<file path="src/rtl/knn_pkg.sv">
// knn_ctrl shared definitions: state encoding, default latency, width helper.
// Optional stall support in knn_ctrl is enabled by KNN_CTRL_STALL_EN.
package knn_pkg;

  localparam logic [2:0] ST_IDLE   = 3'd0;
  localparam logic [2:0] ST_CLEAR  = 3'd1;
  localparam logic [2:0] ST_STREAM = 3'd2;
  localparam logic [2:0] ST_DRAIN  = 3'd3;
  localparam logic [2:0] ST_VOTE   = 3'd4;
  localparam logic [2:0] ST_DONE   = 3'd5;

  localparam int CALC_LAT_DEF = 3;

  typedef enum logic [2:0] {
    S_IDLE   = ST_IDLE,
    S_CLEAR  = ST_CLEAR,
    S_STREAM = ST_STREAM,
    S_DRAIN  = ST_DRAIN,
    S_VOTE   = ST_VOTE,
    S_DONE   = ST_DONE
  } state_t;

  function automatic int idxW(input int n);
    return (n > 1) ? $clog2(n) : 1;
  endfunction

endpackage

</file>
<file path="src/rtl/knn_delay_line.sv">
// Fixed-depth shift register, flushed by synchronous reset.
// Used to align strobes and addresses with the knn_unit pipeline.
module knn_delay_line #(
  parameter int DEPTH = 1,
  parameter int W     = 1
) (
  input  logic         clk,
  input  logic         rst,
  input  logic [W-1:0] d,
  output logic [W-1:0] q
);

  logic [W-1:0] pipe [DEPTH];

  always_ff @(posedge clk) begin
    if (rst) begin
      for (int i = 0; i < DEPTH; i++) pipe[i] <= '0;
    end else begin
      pipe[0] <= d;
      for (int i = 1; i < DEPTH; i++) pipe[i] <= pipe[i-1];
    end
  end

  assign q = pipe[DEPTH-1];

endmodule

</file>
<file path="src/rtl/knn_ctrl.sv">
// Sequencer for one knn_unit: clear, stream dataset, drain, vote, done.
// Define KNN_CTRL_STALL_EN to add the dataReady stream-stall input.
module knn_ctrl
  import knn_pkg::*;
#(
  parameter int N_COORDS = 2,
  parameter int PTS_W    = 8,
  parameter int K        = 8,
  parameter int K_W      = 3,
  parameter int CALC_LAT = CALC_LAT_DEF
) (
  input  logic                        clk,
  input  logic                        rst,
`ifdef KNN_CTRL_STALL_EN
  input  logic                        dataReady,
`endif
  input  logic                        start,
  input  logic [PTS_W-1:0]            nPoints,
  output logic                        busy,
  output logic                        done,
  output logic                        unitRst,
  output logic [PTS_W-1:0]            pointIndex,
  output logic [idxW(N_COORDS)-1:0]   coordIndex,
  output logic                        unitValid,
  output logic [PTS_W-1:0]            classPointIndex,
  output logic                        incrementClass,
  output logic [K_W-1:0]              classIndex
);

  localparam int CW = idxW(N_COORDS);
  localparam int DW = idxW(CALC_LAT + 2);
  localparam int VW = K_W + 1;

  state_t          state;
  logic [PTS_W-1:0] ptsReg;
  logic [VW-1:0]   voteN;
  logic [DW-1:0]   drainCnt;
  logic            go;
  logic            issue;

`ifdef KNN_CTRL_STALL_EN
  assign go = dataReady;
`else
  assign go = 1'b1;
`endif

  // An address only counts as issued when the stream advances past it.
  assign issue = (state == S_STREAM) & go;

  always_ff @(posedge clk) begin
    if (rst) begin
      state          <= S_IDLE;
      ptsReg         <= '0;
      voteN          <= '0;
      drainCnt       <= '0;
      busy           <= 1'b0;
      done           <= 1'b0;
      unitRst        <= 1'b0;
      pointIndex     <= '0;
      coordIndex     <= '0;
      incrementClass <= 1'b0;
      classIndex     <= '0;
    end else begin
      unique case (state)
        S_IDLE: begin
          if (start) begin
            ptsReg  <= nPoints;
            if (nPoints >= PTS_W'(K)) voteN <= VW'(K);
            else                      voteN <= VW'(nPoints);
            unitRst <= 1'b1;
            busy    <= 1'b1;
            state   <= S_CLEAR;
          end
        end
        S_CLEAR: begin
          unitRst    <= 1'b0;
          pointIndex <= '0;
          coordIndex <= '0;
          if (ptsReg == '0) begin
            done  <= 1'b1;
            state <= S_DONE;
          end else begin
            state <= S_STREAM;
          end
        end
        S_STREAM: begin
          if (go) begin
            if (coordIndex == CW'(N_COORDS - 1)) begin
              coordIndex <= '0;
              if (pointIndex == ptsReg - PTS_W'(1)) begin
                pointIndex <= '0;
                drainCnt   <= '0;
                state      <= S_DRAIN;
              end else begin
                pointIndex <= pointIndex + PTS_W'(1);
              end
            end else begin
              coordIndex <= coordIndex + CW'(1);
            end
          end
        end
        S_DRAIN: begin
          if (drainCnt == DW'(CALC_LAT + 1)) begin
            incrementClass <= 1'b1;
            classIndex     <= '0;
            state          <= S_VOTE;
          end else begin
            drainCnt <= drainCnt + DW'(1);
          end
        end
        S_VOTE: begin
          if ({1'b0, classIndex} == voteN - VW'(1)) begin
            incrementClass <= 1'b0;
            classIndex     <= '0;
            done           <= 1'b1;
            state          <= S_DONE;
          end else begin
            classIndex <= classIndex + K_W'(1);
          end
        end
        S_DONE: begin
          done  <= 1'b0;
          busy  <= 1'b0;
          state <= S_IDLE;
        end
        default: state <= S_IDLE;
      endcase
    end
  end

  knn_delay_line #(.DEPTH(1), .W(1)) uValidDly (
    .clk (clk),
    .rst (rst),
    .d   (issue),
    .q   (unitValid)
  );

  knn_delay_line #(.DEPTH(CALC_LAT + 1), .W(PTS_W)) uClassDly (
    .clk (clk),
    .rst (rst),
    .d   (pointIndex),
    .q   (classPointIndex)
  );

endmodule

</file>
<file path="config.mk">
export PLATFORM = sky130hd
export DESIGN_NAME = knn_ctrl
export DESIGN_NICKNAME = d
export VERILOG_FILES = /design/src/rtl/knn_pkg.sv /design/src/rtl/knn_delay_line.sv /design/src/rtl/knn_ctrl.sv
export SDC_FILE = /design/constraint.sdc
export NUM_CORES = 1
export LEC_CHECK = 0
export CORE_MARGIN = 5
export CORE_UTILIZATION = 50
export DETAILED_ROUTE_END_ITERATION = 16
export PLACE_DENSITY = 0.7
export SYNTH_ARGS = -nofsm -noshare
export SYNTH_HDL_FRONTEND = slang
export SYNTH_HIERARCHICAL = 1
export SYNTH_SLANG_ARGS = --single-unit
</file>
<file path="constraint.sdc">
create_clock -name clk -period 2.25 [get_ports clk]
set_input_delay 0.45 -clock clk [delete_from_list [all_inputs] [get_ports clk]]
set_output_delay 0.45 -clock clk [all_outputs]
set_load 0.005 [all_outputs]
</file>
# After elaboration in Yosys (flattened, before gate mapping)
# Memories as Yosys holds them, arrays and structs flattened.
# Cells that the tools add are included.
[op_classes]
n_addsub = 6
magnitude_cmp = 1
n_eq_ne = 15
n_mux = 38
n_bitwise = 4
n_reduce_logical = 18
[ops]
columns = ["cell", "count"]
rows = [
  ["two-way mux 8 bit", 6],
  ["two-way mux 3 bit", 11],
  ["one-hot mux 8 bit (2 select lines)", 1],
  ["one-hot mux 3 bit (5 select lines)", 1],
  ["!= test 2 bit, second input constant", 7],
  ["one-hot mux 3 bit (2 select lines)", 2],
  ["two-way mux 1 bit", 11],
  ["AND reduction 2 bit", 5],
  ["nonzero test 2 bit", 5],
  ["equality test 3 bit, second input constant", 3],
  ["adder 8 x 1 -> 8 bit, second input constant", 1],
  ["equality test 8 bit", 1],
  ["greater-or-equal comparator 8 x 4 -> 1 bit, second input constant", 1],
  ["zero test 8 bit", 1],
  ["one-hot mux 1 bit (2 select lines)", 4],
  ["subtractor 8 x 1 -> 8 bit, second input constant", 1],
  ["adder 3 x 1 -> 3 bit, second input constant", 2],
  ["equality test 3 x 2 -> 1 bit, second input constant", 2],
  ["AND reduction 3 bit", 2],
  ["AND reduction 5 bit", 1],
  ["equality test 3 x 4 -> 1 bit", 1],
  ["two-way mux 4 bit", 1],
  ["OR 1 bit", 4],
  ["AND reduction 4 bit", 1],
  ["7 further kinds", 7],
]
[totals]
reg_bits = 34
ram_bits = 33
inputBits = 11
output_inout_bits = 25
word_cells = 95
n_memories = 2
[mem_list]
columns = ["memory", "words", "word_bits", "rd", "rd_clocked_by_memory_dff", "write_ports", "line_no", "text"]
rows = [
  ["uClassDly.pipe", 4, 8, 4, 0, 4, "knn_delay_line.sv:13", "logic [W-1:0] pipe [DEPTH];"],
  ["uValidDly.pipe", 1, 1, 1, 0, 1, "knn_delay_line.sv:13", ""],
]

# Logic depth before layout (Yosys ltp)
[depth]
word_depth = 5
depth_mapped = 7
depth_no_buf = 7

# Hierarchy
# The synthesis kept the hierarchy.
[by_module_without_submodules]
columns = ["module", "n_inst", "cells_each", "area_per_inst_um2", "seq_area_each_um2"]
rows = [
  ["knn_ctrl", 1, 245, 1996.9, 680.7],
  ["knn_delay_line (uClassDly)", 1, 67, 863.3, 640.6],
  ["knn_delay_line (uValidDly)", 1, 2, 33.8, 20.0],
]

# Worst setup path after synthesis
# OpenSTA, ideal clock, no wires.
[synth_timing]
kind = "register to register"
startpoint = "register ptsReg[0]"
endpoint = "register state[0]"
setup_time_ns = 0.116
arrival_ns = 1.885
required_time_ns = 2.134
setup_slack_ns = 0.249
stages_incl_launch_ff = 8
n_path_buf = 0
synth_period_minus_slack_ns = 2.001
path_cell_list = "dfxtp_1 inv_1 ha_1 and2_1 a211o_1 a31oi_1 a2111oi_2 o211a_1"
[synth_via]
elab_chain_cells = 4
word_cells_on_any_way = 7
classes_between = "add/sub: 1; eq/ne: 2; mux: 2; reduce/logical: 2"
[synth_lines]
columns = ["element", "line_no", "text"]
rows = [
  ["start: declaration", "knn_ctrl.sv:35", "logic [PTS_W-1:0] ptsReg;"],
  ["start signal: assignment", "knn_ctrl.sv:67", "ptsReg <= nPoints;"],
  ["subtractor 8 x 1 -> 8 bit", "knn_ctrl.sv:90", "if (pointIndex == ptsReg - PTS_W'(1)) begin"],
  ["equality test 8 bit", "knn_ctrl.sv:90", ""],
  ["!= test 2 bit (no source line)", "-", ""],
  ["AND reduction 5 bit (no source line)", "-", ""],
  ["end signal: assignment", "knn_ctrl.sv:83", "state <= S_STREAM;"],
  ["end signal: assignment", "knn_ctrl.sv:93", "state <= S_DRAIN;"],
  ["end signal: assignment", "knn_ctrl.sv:106", "state <= S_VOTE;"],
  ["end: declaration", "knn_ctrl.sv:34", "state_t state;"],
]
# Parallel ways exist; a longest one is shown, timed or not.
# A chain may end at the register's enable or synchronous reset.

# Final worst setup path
[layout_timing]
startpoint = "register ptsReg[0]"
endpoint = "register pointIndex[4]"
[layout_via]
elab_chain_cells = 5
[layout_lines]
columns = ["element", "line_no", "text"]
rows = [
  ["subtractor 8 x 1 -> 8 bit", "knn_ctrl.sv:90", ""],
  ["equality test 8 bit", "knn_ctrl.sv:90", ""],
  ["two-way mux 8 bit", "knn_ctrl.sv:90", ""],
  ["two-way mux 8 bit", "knn_ctrl.sv:88", "if (coordIndex == CW'(N_COORDS - 1)) begin"],
  ["one-hot mux 8 bit (2 select lines)", "knn_ctrl.sv:64", "unique case (state)"],
  ["end signal: assignment", "knn_ctrl.sv:95", "pointIndex <= pointIndex + PTS_W'(1);"],
  ["end: declaration", "knn_ctrl.sv:22", "output logic [PTS_W-1:0] pointIndex,"],
]
# No other way between the ends. The select of a mux whose other input is x is not followed.

==> flow_metrics.tcl <==
set metrics [dict create \
    status "complete, no violations" \
    setup_viol 0 \
    synth_compound_area_frac 0.166 \
    die_h_um 86.1 \
    drive_gt1_frac 0.112 \
    synthAdderAreaFrac 0.0303 \
    drc 0 \
    antenna_left 0 \
    worstReg2RegEnd "pointIndex[4]" \
    synth_mux_area_frac 0.00346 \
    switching_share 0.325 \
    ys_seq_area_frac 0.463 \
    synth_simple_gate_area_share 0.249 \
    switchingPower_w 0.00111 \
    ys_ff_latch 67 \
    period_share 0.923 \
    grt_first_pass_wirelength_um 10100 \
    grt_max_degree 35 \
    tightest_slew_ns 0.638 \
    finalHoldViolCount 0 \
    cp.required_ns 2.46 \
    via_count 2320 \
    yosys_warnings 6 \
    ir_drop_v 0.000628 \
    arrival_ns 2.29 \
    synthCells 314 \
    whs_path_depth 1 \
    comb_power_share 0.270 \
    critPathLaunchType "flop" \
    drtIter0Drc 133 \
    slew_headroom 0.572 \
    synthTopCellsByCount "dfxtp_1, nand2_1, nor2b_1, nor2_1, a21oi_1" \
    yosys_most_used_dff "dfxtp_1" \
    final_util 0.645 \
    min_path_type "reg -> reg" \
    multi_input_area_um2 1440 \
    htree_num_levels 3 \
    path_cells "nor3_1 > and3_1 > o2111ai_2 > a2111oi_4 > nor2_1" \
    cp_max_fo 6 \
    cts.sinks 67 \
    track_usage 0.173 \
    rr_startpoint "ptsReg[0]" \
    maxCapViolCount 0 \
    synth_area_per_cell_um2 9.22 \
    critPathMaxStageDelay_ns 0.52 \
    finalSetupTns_ns 0 \
    worstRegToRegCells 5 \
    leakage_nw 1.36 \
    holdCritStartpoint "uClassDly/pipe[0][6]" \
    wl_per_cell_um 13.6 \
    r2r_setup_slack_ns 0.17 \
    final_nets 379 \
    crit_type "reg -> reg" \
    clk_pin_slew_ns 0.07 \
    antenna_found_initial 0 \
    slew_viol_final 0 \
    cts_hold_buf 0 \
    synthDistinctLibCells 53 \
    synth-xor-area-share 0.0454 \
    final-seq-area_um2 1340 \
    grt_pass1_vias 2148 \
    synthArstFlopShare 0 \
    place_congestion 0.839 \
    yosysTopAreaCellShare 0.463 \
    first_pass_iters 4 \
    synth_top_area_cell "dfxtp_1" \
    num_io_pins 36 \
    period_needed_ns 2.08 \
    slowest_stage "a2111oi_4" \
    synthTopCellsByArea "dfxtp_1, nor2b_1, nand2_1" \
    critPathLaunch "ptsReg[0]" \
    viasPerCell 5.30 \
    crit_cells 5 \
    core_um2 5570 \
    port_buffers 35 \
    insertion_delay_ns 0.35 \
    clock_path_buffers 2 \
    p_clk_frac 0.323 \
    diodes 0 \
    cp_num_buf_inv 0 \
    power.density_nw_per_um2 950 \
    p_int_w 0.00231 \
    start_util 0.519 \
    clockRootBuffer "clkbuf_8" \
    rows 27 \
    finalWirelength_um 5950 \
    finalClockSkew_ns 0.00935 \
    nFillCells 462 \
    max_freq_ghz 0.482 \
    cts_made_buffers 9 \
    rsz0062_at_grt "false" \
    gr-total-overflow 0 \
    die-area_um2 7410 \
    seq_power_share 0.407 \
    cts_tree "built" \
    synth.net_count 332 \
    synth_edf_count 0 \
    die_x_um 86.1 \
    netlist_area_um2 2890 \
    end_kind "flop" \
    synth.most_common_cell "dfxtp_1" \
    area_growth_pct 24.3 \
    hold_path_end "uClassDly/pipe[1][6]" \
    dp_hpwl_um 4220 \
    synth_top_family_by_area "simple AND/OR/NAND/NOR gates" \
    cpLargestDelayFamily "simple AND/OR/NAND/NOR gates" \
]
==> how the worst max path moves through the flow <==
stage                     slack (ns)       endpoint
after global routing           0.008  pointIndex[5]
final                           0.17  pointIndex[4]
after detailed placement        0.08       state[0]
after global placement          0.15       state[0]
after floorplan                 0.25       state[0]
after CTS                       0.07       state[0]
==> power by group through the flow <==
| stage | registers, W | logic [W] | clock network (W) |
|---|---|---|---|
| detailed placement | 0.00142 | 0.000911 | 0 |
| finish | 0.00139 | 0.000922 | 0.00110 |
| global placement | 0.00141 | 0.000896 | 0 |
| global route | 0.00141 | 0.00102 | 0.00120 |
| floorplan | 0.00139 | 0.000651 | 0 |
| CTS | 0.00139 | 0.000915 | 0.00114 |
==> what timing repair did <==
item / 4_1_cts / 5_1_grt
endpoints found under the setup margin: 0 / 9
setup buffers: 0 / 2
resized for setup: 0 / 1
==> area by class of cell <==
| class | instances | area share |
|---|---|---|
| clock buffer | 9 | 0.0344 |
| clock inverter | 7 | 0.0285 |
| tap | 72 | 0.0250 |
| sequential | 67 | 0.373 |
| multi-input combinational | 220 | 0.399 |
| timing repair buffer | 49 | 0.125 |
| inverter | 14 | 0.0146 |
==> sequential cells by signal, indices dropped and copies added, names as in the netlist <==
signal	count
voteN	4
incrementClass	1
classIndex	3
pointIndex	8
uValidDly/pipe	1
busy	1
uClassDly/pipe	32
done	1
unitRst	1
coordIndex	1
drainCnt	3
state	3
ptsReg	8
==> per-stage QoR <==
step	hold slack [ns]	std cells	power (W)	setup slack (ns)	instance area [um^2]
after floorplan	0.414	314	0.00204	0.249	2890
after global placement	0.415	420	0.00231	0.150	3350
after detailed placement	0.426	420	0.00233	0.0830	3350
after CTS	0.442	436	0.00344	0.0731	3580
after global routing	0.456	438	0.00362	0.00773	3600
final	0.437	438	0.00342	0.174	3600
==> metal layers <==
| layer | track usage | routed length, um | part of all wire |
|---|---|---|---|
| met5 | 0 | 0 | 0 |
| met4 | 0.0835 | 120 | 0.020 |
| met3 | 0.0519 | 279 | 0.047 |
| met2 | 0.270 | 2770 | 0.47 |
| met1 | 0.217 | 2780 | 0.47 |
==> cell usage in the layout (no fill, tap or decap), drive strengths merged, types with 2 or more instances in the layout <==
| cell | Yosys | routed |
|---|---|---|
| ha | 7 | 7 |
| nor3 | 5 | 5 |
| clkbuf | 8 | 9 |
| nand2 | 32 | 32 |
| clkdlybuf4s50 | 0 | 34 |
| nor4 | 2 | 2 |
| and3 | 4 | 4 |
| xnor2 | 6 | 6 |
| o31ai | 2 | 2 |
| inv | 14 | 14 |
| a31oi | 6 | 6 |
| bufinv | 0 | 2 |
| nor2b | 33 | 33 |
| nor2 | 25 | 25 |
| a211oi | 5 | 5 |
| nand4 | 2 | 2 |
| clkinv | 0 | 4 |
| nor3b | 2 | 2 |
| nand3b | 5 | 5 |
| o21ai | 9 | 9 |
| nand3 | 9 | 9 |
| buf | 5 | 15 |
| xor2 | 9 | 9 |
| a22oi | 4 | 4 |
| a2111oi | 5 | 5 |
| or3 | 7 | 7 |
| o21a | 3 | 3 |
| a21oi | 17 | 17 |
| o32ai | 3 | 3 |
| nand2b | 3 | 3 |
| dfxtp | 67 | 67 |
==> worst register-to-register path, cell delays in order, from the launching register on <==
cell,delay (ns)
dfxtp_1,0.36
nor3_1,0.47
and3_1,0.26
o2111ai_2,0.24
a2111oi_4,0.52
nor2_1,0.10
==> cells by family after synthesis <==
kind of cell | after synthesis
AO/OA/AOI/OAI | 62
XOR/XNOR | 15
adder cells (fa/ha/maj) | 7
buffers and inverters | 27
flip-flops | 67
multiplexers | 1
AND/OR/NAND/NOR | 135
Power figures use the tool's default switching activity.
